**src/rtl/wb_vis_byte_reader.sv**
```systemverilog
// Wishbone read-only byte port over a wide visibility memory: one-record line
// buffer, demand fetch on miss, optional prefetch of the next record.
module wb_vis_byte_reader #(
    parameter int WIDTH     = 32,
    parameter int COMPS     = 2,
    parameter int VBITS     = 10,
    parameter int MSB_FIRST = 1,
    parameter int MEM_LAT   = 1,
    parameter int PREFETCH  = 1,
    localparam int BYTES = WIDTH / 8,
    localparam int RB    = COMPS * BYTES,
    localparam int LB    = $clog2(RB),
    localparam int RW    = COMPS * WIDTH,
    localparam int AW    = VBITS + LB
) (
    input  logic             clock,
    input  logic             reset_n,
    input  logic             cyc_i,
    input  logic             stb_i,
    input  logic             we_i,
    input  logic [AW-1:0]    adr_i,
    output logic             ack_o,
    output logic             wat_o,
    output logic             err_o,
    output logic [7:0]       dat_o,
    input  logic             inval_i,
    output logic             mem_rd_o,
    output logic [VBITS-1:0] mem_adr_o,
    input  logic [RW-1:0]    mem_dat_i,
    output logic [15:0]      fetch_cnt_o
);

    localparam int CW = $clog2(MEM_LAT + 1);

    typedef enum logic [1:0] {IDLE, FETCH, PREF, RESP} state_t;

    state_t           state_q;
    logic             ack_q, wat_q, err_q, rd_q;
    logic [7:0]       dat_q;
    logic [VBITS-1:0] madr_q;
    logic [15:0]      fcnt_q;
    logic             vld_q;
    logic [VBITS-1:0] tag_q;
    logic [RW-1:0]    line_q;
    logic [CW-1:0]    cnt_q;
    logic             inv_q, drop_q, pf_q, held_q;
    logic [VBITS-1:0] hidx_q;
    logic [LB-1:0]    hoff_q;

    logic [VBITS-1:0] req_idx, p_idx, f_idx;
    logic [LB-1:0]    req_off, p_off, f_off;
    logic             req_new, hit, fill_ok, pend_v, pend_hit, go_fetch;

    function automatic logic [7:0] sel_byte(input logic [RW-1:0] rec, input logic [LB-1:0] off);
        sel_byte = '0;
        for (int c = 0; c < COMPS; c++)
            for (int k = 0; k < BYTES; k++)
                if (off == LB'(c * BYTES + k))
                    sel_byte = (MSB_FIRST != 0) ? rec[c*WIDTH + WIDTH-1 - 8*k -: 8]
                                                : rec[c*WIDTH + 8*k +: 8];
    endfunction

    function automatic logic is_last(input logic [LB-1:0] off);
        is_last = (PREFETCH != 0) && (off == LB'(RB - 1));
    endfunction

    assign req_idx = adr_i[AW-1:LB];
    assign req_off = adr_i[LB-1:0];
    // The ack/err guard keeps a strobe still held in the response cycle from re-triggering.
    assign req_new = cyc_i & stb_i & ~ack_q & ~err_q;
    assign hit     = vld_q & (tag_q == req_idx);

    // Request to evaluate at a prefetch fill: the held one, or one arriving on the fill edge.
    assign p_idx    = held_q ? hidx_q : req_idx;
    assign p_off    = held_q ? hoff_q : req_off;
    assign pend_v   = held_q ? cyc_i : (req_new & ~we_i);
    assign fill_ok  = ~inv_q & ~inval_i;
    assign pend_hit = fill_ok & (p_idx == madr_q);

    assign go_fetch = ((state_q == IDLE) & req_new & ~we_i & ~hit) |
                      ((state_q == PREF) & (cnt_q == '0) & pend_v & ~pend_hit);
    assign f_idx    = (state_q == PREF) ? p_idx : req_idx;
    assign f_off    = (state_q == PREF) ? p_off : req_off;

    always_ff @(posedge clock or negedge reset_n) begin
        if (!reset_n) begin
            state_q <= IDLE;
            ack_q   <= 1'b0;
            wat_q   <= 1'b0;
            err_q   <= 1'b0;
            rd_q    <= 1'b0;
            dat_q   <= '0;
            madr_q  <= '0;
            fcnt_q  <= '0;
            vld_q   <= 1'b0;
            tag_q   <= '0;
            line_q  <= '0;
            cnt_q   <= '0;
            inv_q   <= 1'b0;
            drop_q  <= 1'b0;
            pf_q    <= 1'b0;
            held_q  <= 1'b0;
            hidx_q  <= '0;
            hoff_q  <= '0;
        end else begin
            ack_q <= 1'b0;
            err_q <= 1'b0;
            rd_q  <= 1'b0;
            case (state_q)
                IDLE: begin
                    if (req_new && we_i) begin
                        err_q   <= 1'b1;
                        state_q <= RESP;
                    end else if (req_new && hit) begin
                        ack_q   <= 1'b1;
                        dat_q   <= sel_byte(line_q, req_off);
                        pf_q    <= is_last(req_off);
                        hidx_q  <= req_idx;
                        state_q <= RESP;
                    end
                end
                FETCH: begin
                    if (inval_i) inv_q <= 1'b1;
                    if (!cyc_i) drop_q <= 1'b1;
                    if (cnt_q != '0) begin
                        cnt_q <= cnt_q - 1'b1;
                    end else begin
                        wat_q <= 1'b0;
                        if (!(inv_q || inval_i)) begin
                            line_q <= mem_dat_i;
                            tag_q  <= madr_q;
                            vld_q  <= 1'b1;
                        end
                        if (cyc_i && !drop_q) begin
                            ack_q   <= 1'b1;
                            dat_q   <= sel_byte(mem_dat_i, hoff_q);
                            pf_q    <= is_last(hoff_q);
                            state_q <= RESP;
                        end else begin
                            state_q <= IDLE;
                        end
                    end
                end
                PREF: begin
                    if (inval_i) inv_q <= 1'b1;
                    if (held_q && !cyc_i) begin
                        held_q <= 1'b0;
                        wat_q  <= 1'b0;
                    end
                    if (!held_q && req_new && we_i) begin
                        err_q <= 1'b1;
                    end else if (!held_q && req_new && cnt_q != '0) begin
                        held_q <= 1'b1;
                        hidx_q <= req_idx;
                        hoff_q <= req_off;
                        wat_q  <= 1'b1;
                    end
                    if (cnt_q != '0) begin
                        cnt_q <= cnt_q - 1'b1;
                    end else begin
                        held_q <= 1'b0;
                        wat_q  <= 1'b0;
                        if (fill_ok) begin
                            line_q <= mem_dat_i;
                            tag_q  <= madr_q;
                            vld_q  <= 1'b1;
                        end
                        if (pend_v && pend_hit) begin
                            ack_q   <= 1'b1;
                            dat_q   <= sel_byte(mem_dat_i, p_off);
                            pf_q    <= is_last(p_off);
                            hidx_q  <= p_idx;
                            state_q <= RESP;
                        end else if (!go_fetch) begin
                            state_q <= IDLE;
                        end
                    end
                end
                RESP: begin
                    if (pf_q) begin
                        pf_q    <= 1'b0;
                        rd_q    <= 1'b1;
                        madr_q  <= hidx_q + VBITS'(1);
                        cnt_q   <= CW'(MEM_LAT);
                        inv_q   <= 1'b0;
                        held_q  <= 1'b0;
                        state_q <= PREF;
                    end else begin
                        state_q <= IDLE;
                    end
                end
                default: state_q <= IDLE;
            endcase
            if (go_fetch) begin
                rd_q    <= 1'b1;
                madr_q  <= f_idx;
                hidx_q  <= f_idx;
                hoff_q  <= f_off;
                wat_q   <= 1'b1;
                cnt_q   <= CW'(MEM_LAT);
                inv_q   <= 1'b0;
                drop_q  <= 1'b0;
                state_q <= FETCH;
                if (fcnt_q != 16'hFFFF) fcnt_q <= fcnt_q + 16'd1;
            end
            // Last so that invalidate wins over a fill on the same edge.
            if (inval_i) vld_q <= 1'b0;
        end
    end

    assign ack_o       = ack_q;
    assign wat_o       = wat_q;
    assign err_o       = err_q;
    assign dat_o       = dat_q;
    assign mem_rd_o    = rd_q;
    assign mem_adr_o   = madr_q;
    assign fetch_cnt_o = fcnt_q;

endmodule

```
**config.mk**
```make
export PLATFORM = sky130hd
export DESIGN_NAME = wb_vis_byte_reader
export DESIGN_NICKNAME = d
export VERILOG_FILES = /design/src/rtl/wb_vis_byte_reader.sv
export SDC_FILE = /design/constraint.sdc
export NUM_CORES = 1
export LEC_CHECK = 0
export ABC_AREA = 1
export BUFFER_PORTS_ARGS = -buffer_cell sky130_fd_sc_hd__buf_2
export CORE_ASPECT_RATIO = 0.9
export CORE_MARGIN = 2
export CORE_UTILIZATION = 59
export DETAILED_ROUTE_END_ITERATION = 8
export PLACE_DENSITY = 0.85
export SLEW_MARGIN = 20
export SYNTH_ARGS = -nofsm -noshare
export SYNTH_HDL_FRONTEND = slang
export SYNTH_SLANG_ARGS = --single-unit
```
**constraint.sdc**
```tcl
create_clock -name clock -period 2.65 [get_ports clock]
set_input_delay 0.3975 -clock clock [delete_from_list [all_inputs] [get_ports clock]]
set_output_delay 0.3975 -clock clock [all_outputs]
set_load 0.02 [all_outputs]
```
==> results.yml <==
grt:
  grt.overflow.total: 0
  grt_use_total_pct: 33.7
  grt_pass1_vias: 8412
  grt_max_degree: 61
  antenna_found_initial: 2
  grt_first_pass_wirelength_um: 42300
die:
  die_area_um2: 15600
  dieWidth_um: 132
  rows: 41
  ios: 121
  core-area_um2: 14200
  die_y_um: 119
  initial_core_util_pct: 61.1
critical_path:
  r2r_cells: 16
  worstPathRequired_ns: 3.01
  start_kind: "flip-flop"
  arrival_ns: 2.83
  cp-end-kind: "flip-flop"
  crit_start: "held_q"
  critPathMaxFanout: 30
  r2r_start: "held_q"
  r2r_slack_ns: 0.17
  r2r-end: "hidx_q[2]"
  worstSetupPathType: "flip-flop to flip-flop"
sta:
  timing.final.hold_violations: 0
  hold_slack_ns: 0.204
  worst_pin_slew_ns: 0.567
  fin_ws_ns: 0.171
  period_minus_slack_ns: 2.48
  final_max_slew_viol_count: 0
  setup_tns_ns: 0
  max_freq_mhz: 403
  rsz0062_at_grt: "false"
  clock_skew_ns: 0.0111
  max-slew-margin-rel_pct: 62.2
  setup_viol: 0
  fin_crit_sh_pct: 93.6
power:
  power.total_mw: 12.0
  p_per_area_nw_per_um2: 1160
  peakVddDrop_uv: 670
  p_leak_nw: 5.42
placement:
  dp.cells: 1584
  post-place-ws_ns: 0.101
  port_buffers: 120
  placed_cell_area_um2: 9570
  routabilityCongestion: 0.964
  hpwlAfterDp_um: 18900
yosys:
  netlist_instances: 1284
  ys_seq_elements: 133
  synth_top_area_share_pct: 38.5
  synth_largest_area_cell: "dfrtp_1"
  syn_area_um2: 8650
  syn-num-nets: 1373
  syn_avg_cell_area_um2: 6.73
  ys_types: 40
  synth_area_leaders: "dfrtp_1 (38%), nand2_1 (19%), inv_1 (7.1%), o21ai_0 (6.9%), a21oi_1 (5.3%)"
  yosys_warnings: 0
  yosysSeqAreaShare_pct: 38.5
layout:
  stdcell_count: 1618
  drive_above_1_share_pct: 16.4
  fin_util_pct: 72.5
  fin_area_um2: 10300
  layout.nets: 1500
  synthToLayoutAreaGrowth_pct: 18.7
cts:
  cts_tree: "done"
  clock_sinks: 133
  insertion_delay_ns: 0.44
  clk_path_buf_depth: 2
  cts_max_level: 4
  clockRootBuffer: "clkbuf_16"
  cts_buffers: 17
  path_clk_slew_ns: 0.06
worst_hold_path:
  hp-start: "inval_i"
  hold_class: "input port to flip-flop"
  min_path_cells: 2
  whs_endpoint: "vld_q"
route:
  antenna_left: 0
  drt_pre_antenna_iters: 6
  routedWlPerCell_um: 16.0
  drt_iter0_markers: 1176
  finalWirelength_um: 25900
  viasPerCell: 5.60
  drc: 0
  vias: 9064
status:
  run_status: "finished, final reports clean"
run:
  drv_cap: 0
[state kept, by name, summed over array words and instances (netlist names), 2 cells and up]
| signal | count |
|---|---|
| mem_adr_o | 10 |
| fetch_cnt_o | 16 |
| hoff_q | 3 |
| state_q | 2 |
| tag_q | 10 |
| line_q | 64 |
| hidx_q | 10 |
| dat_o | 8 |
[metal layers]
layer  track usage [%]  wire (um)
met5                 0         11
met4              8.36        313
met3              8.98       2670
met2              50.3      11400
met1              49.0      11600
[logic make-up (layout without fill, tap and decap cells)]
group / after synthesis / after routing / share of synthesized area [%]
compound gates: 247 / 247 / 15.1
xor+xnor: 19 / 19 / 1.92
fa+ha+maj: 6 / 6 / 0.868
buf+inv: 215 / 355 / 10.0
flops: 133 / 133 / 38.5
mux: 19 / 19 / 2.46
other cells: 0 / 1 / 0
simple gates: 645 / 645 / 31.2
[where the power goes]
group	internal, mW	switching, mW	total (mW)
Sequential	2.95	0.699	3.65
Combinational	2.01	3.76	5.77
Clock	1.61	0.931	2.54
[area by class of cell]
type / instances / area, um2
diodes: 1 / 2.50
clock buffers: 22 / 494
clock inverters: 10 / 145
fillers: 1182 / 3890
inverters: 173 / 654
multi-input cells: 936 / 4500
flip-flops and latches: 133 / 3330
well taps: 193 / 241
repair buffers: 150 / 897
[how the worst max path moves through the flow]
| stage | slack [ns] | endpoint | cells past startpoint |
|---|---|---|---|
| detailed placement | 0.10 | mem_adr_o[6] | 14 |
| finish | 0.17 | hidx_q[2] | 16 |
| floorplan | 0.67 | fetch_cnt_o[6] | 14 |
| CTS | 0.04 | mem_adr_o[1] | 14 |
| global route | 0.04 | hidx_q[2] | 15 |
| global placement | 0.10 | dat_o[4] | 12 |
[cells in the final DEF, fill, tap and decap left out, types with 7 or more instances in the layout]
master,n
nand2_1,428
inv_1,164
dfrtp_1,132
o21ai_0,119
buf_2,119
a21oi_1,91
nor2_1,81
nand3_1,58
nand4_1,39
buf_4,24
mux2_2,18
clkbuf_16,17
nor3_1,16
xor2_1,12
o22ai_1,9
o21ai_1,8
xnor2_1,7
or2_2,7
[worst max-delay path: stages, from the launching register on]
cell and delay (ns):
dfrtp_2 0.42, buf_12 0.21, nand2_1 0.10, nand3_1 0.09, nand2_1 0.06, nor2_1 0.15
nand2_1 0.11, nor2_4 0.18, nand2_1 0.08, nand2_1 0.09, nand2_2 0.14, inv_4 0.19
nand2_1 0.08, buf_4 0.22, nand2_1 0.08, inv_1 0.04, a21oi_1 0.14
[Yosys cell counts (all sizes together)]
library cell	count
nand2	431
nand3	59
nand4	39
o22ai	10
mux2	18
mux2i	1
inv	170
dfrtp	133
nor4	1
o2111ai	1
a22oi	3
o21ai	132
o311ai	1
nor2	85
a21oi	91
nor3	21
a31oi	6
xnor2	7
and3	1
nand3b	1
ha	6
o211ai	2
o32ai	1
buf	17
or2	7
clkbuf	25
xor2	12
clkinv	3
[timing repair]
action | in CTS | in global routing
gates resized for setup | 0 | 10
hold buffers | 1 | 0
hold endpoints to repair | 57 | 0
buffers inserted | 0 | 0
setup endpoints to repair | 0 | 41
No activity file was read; power rests on OpenSTA's default activity.
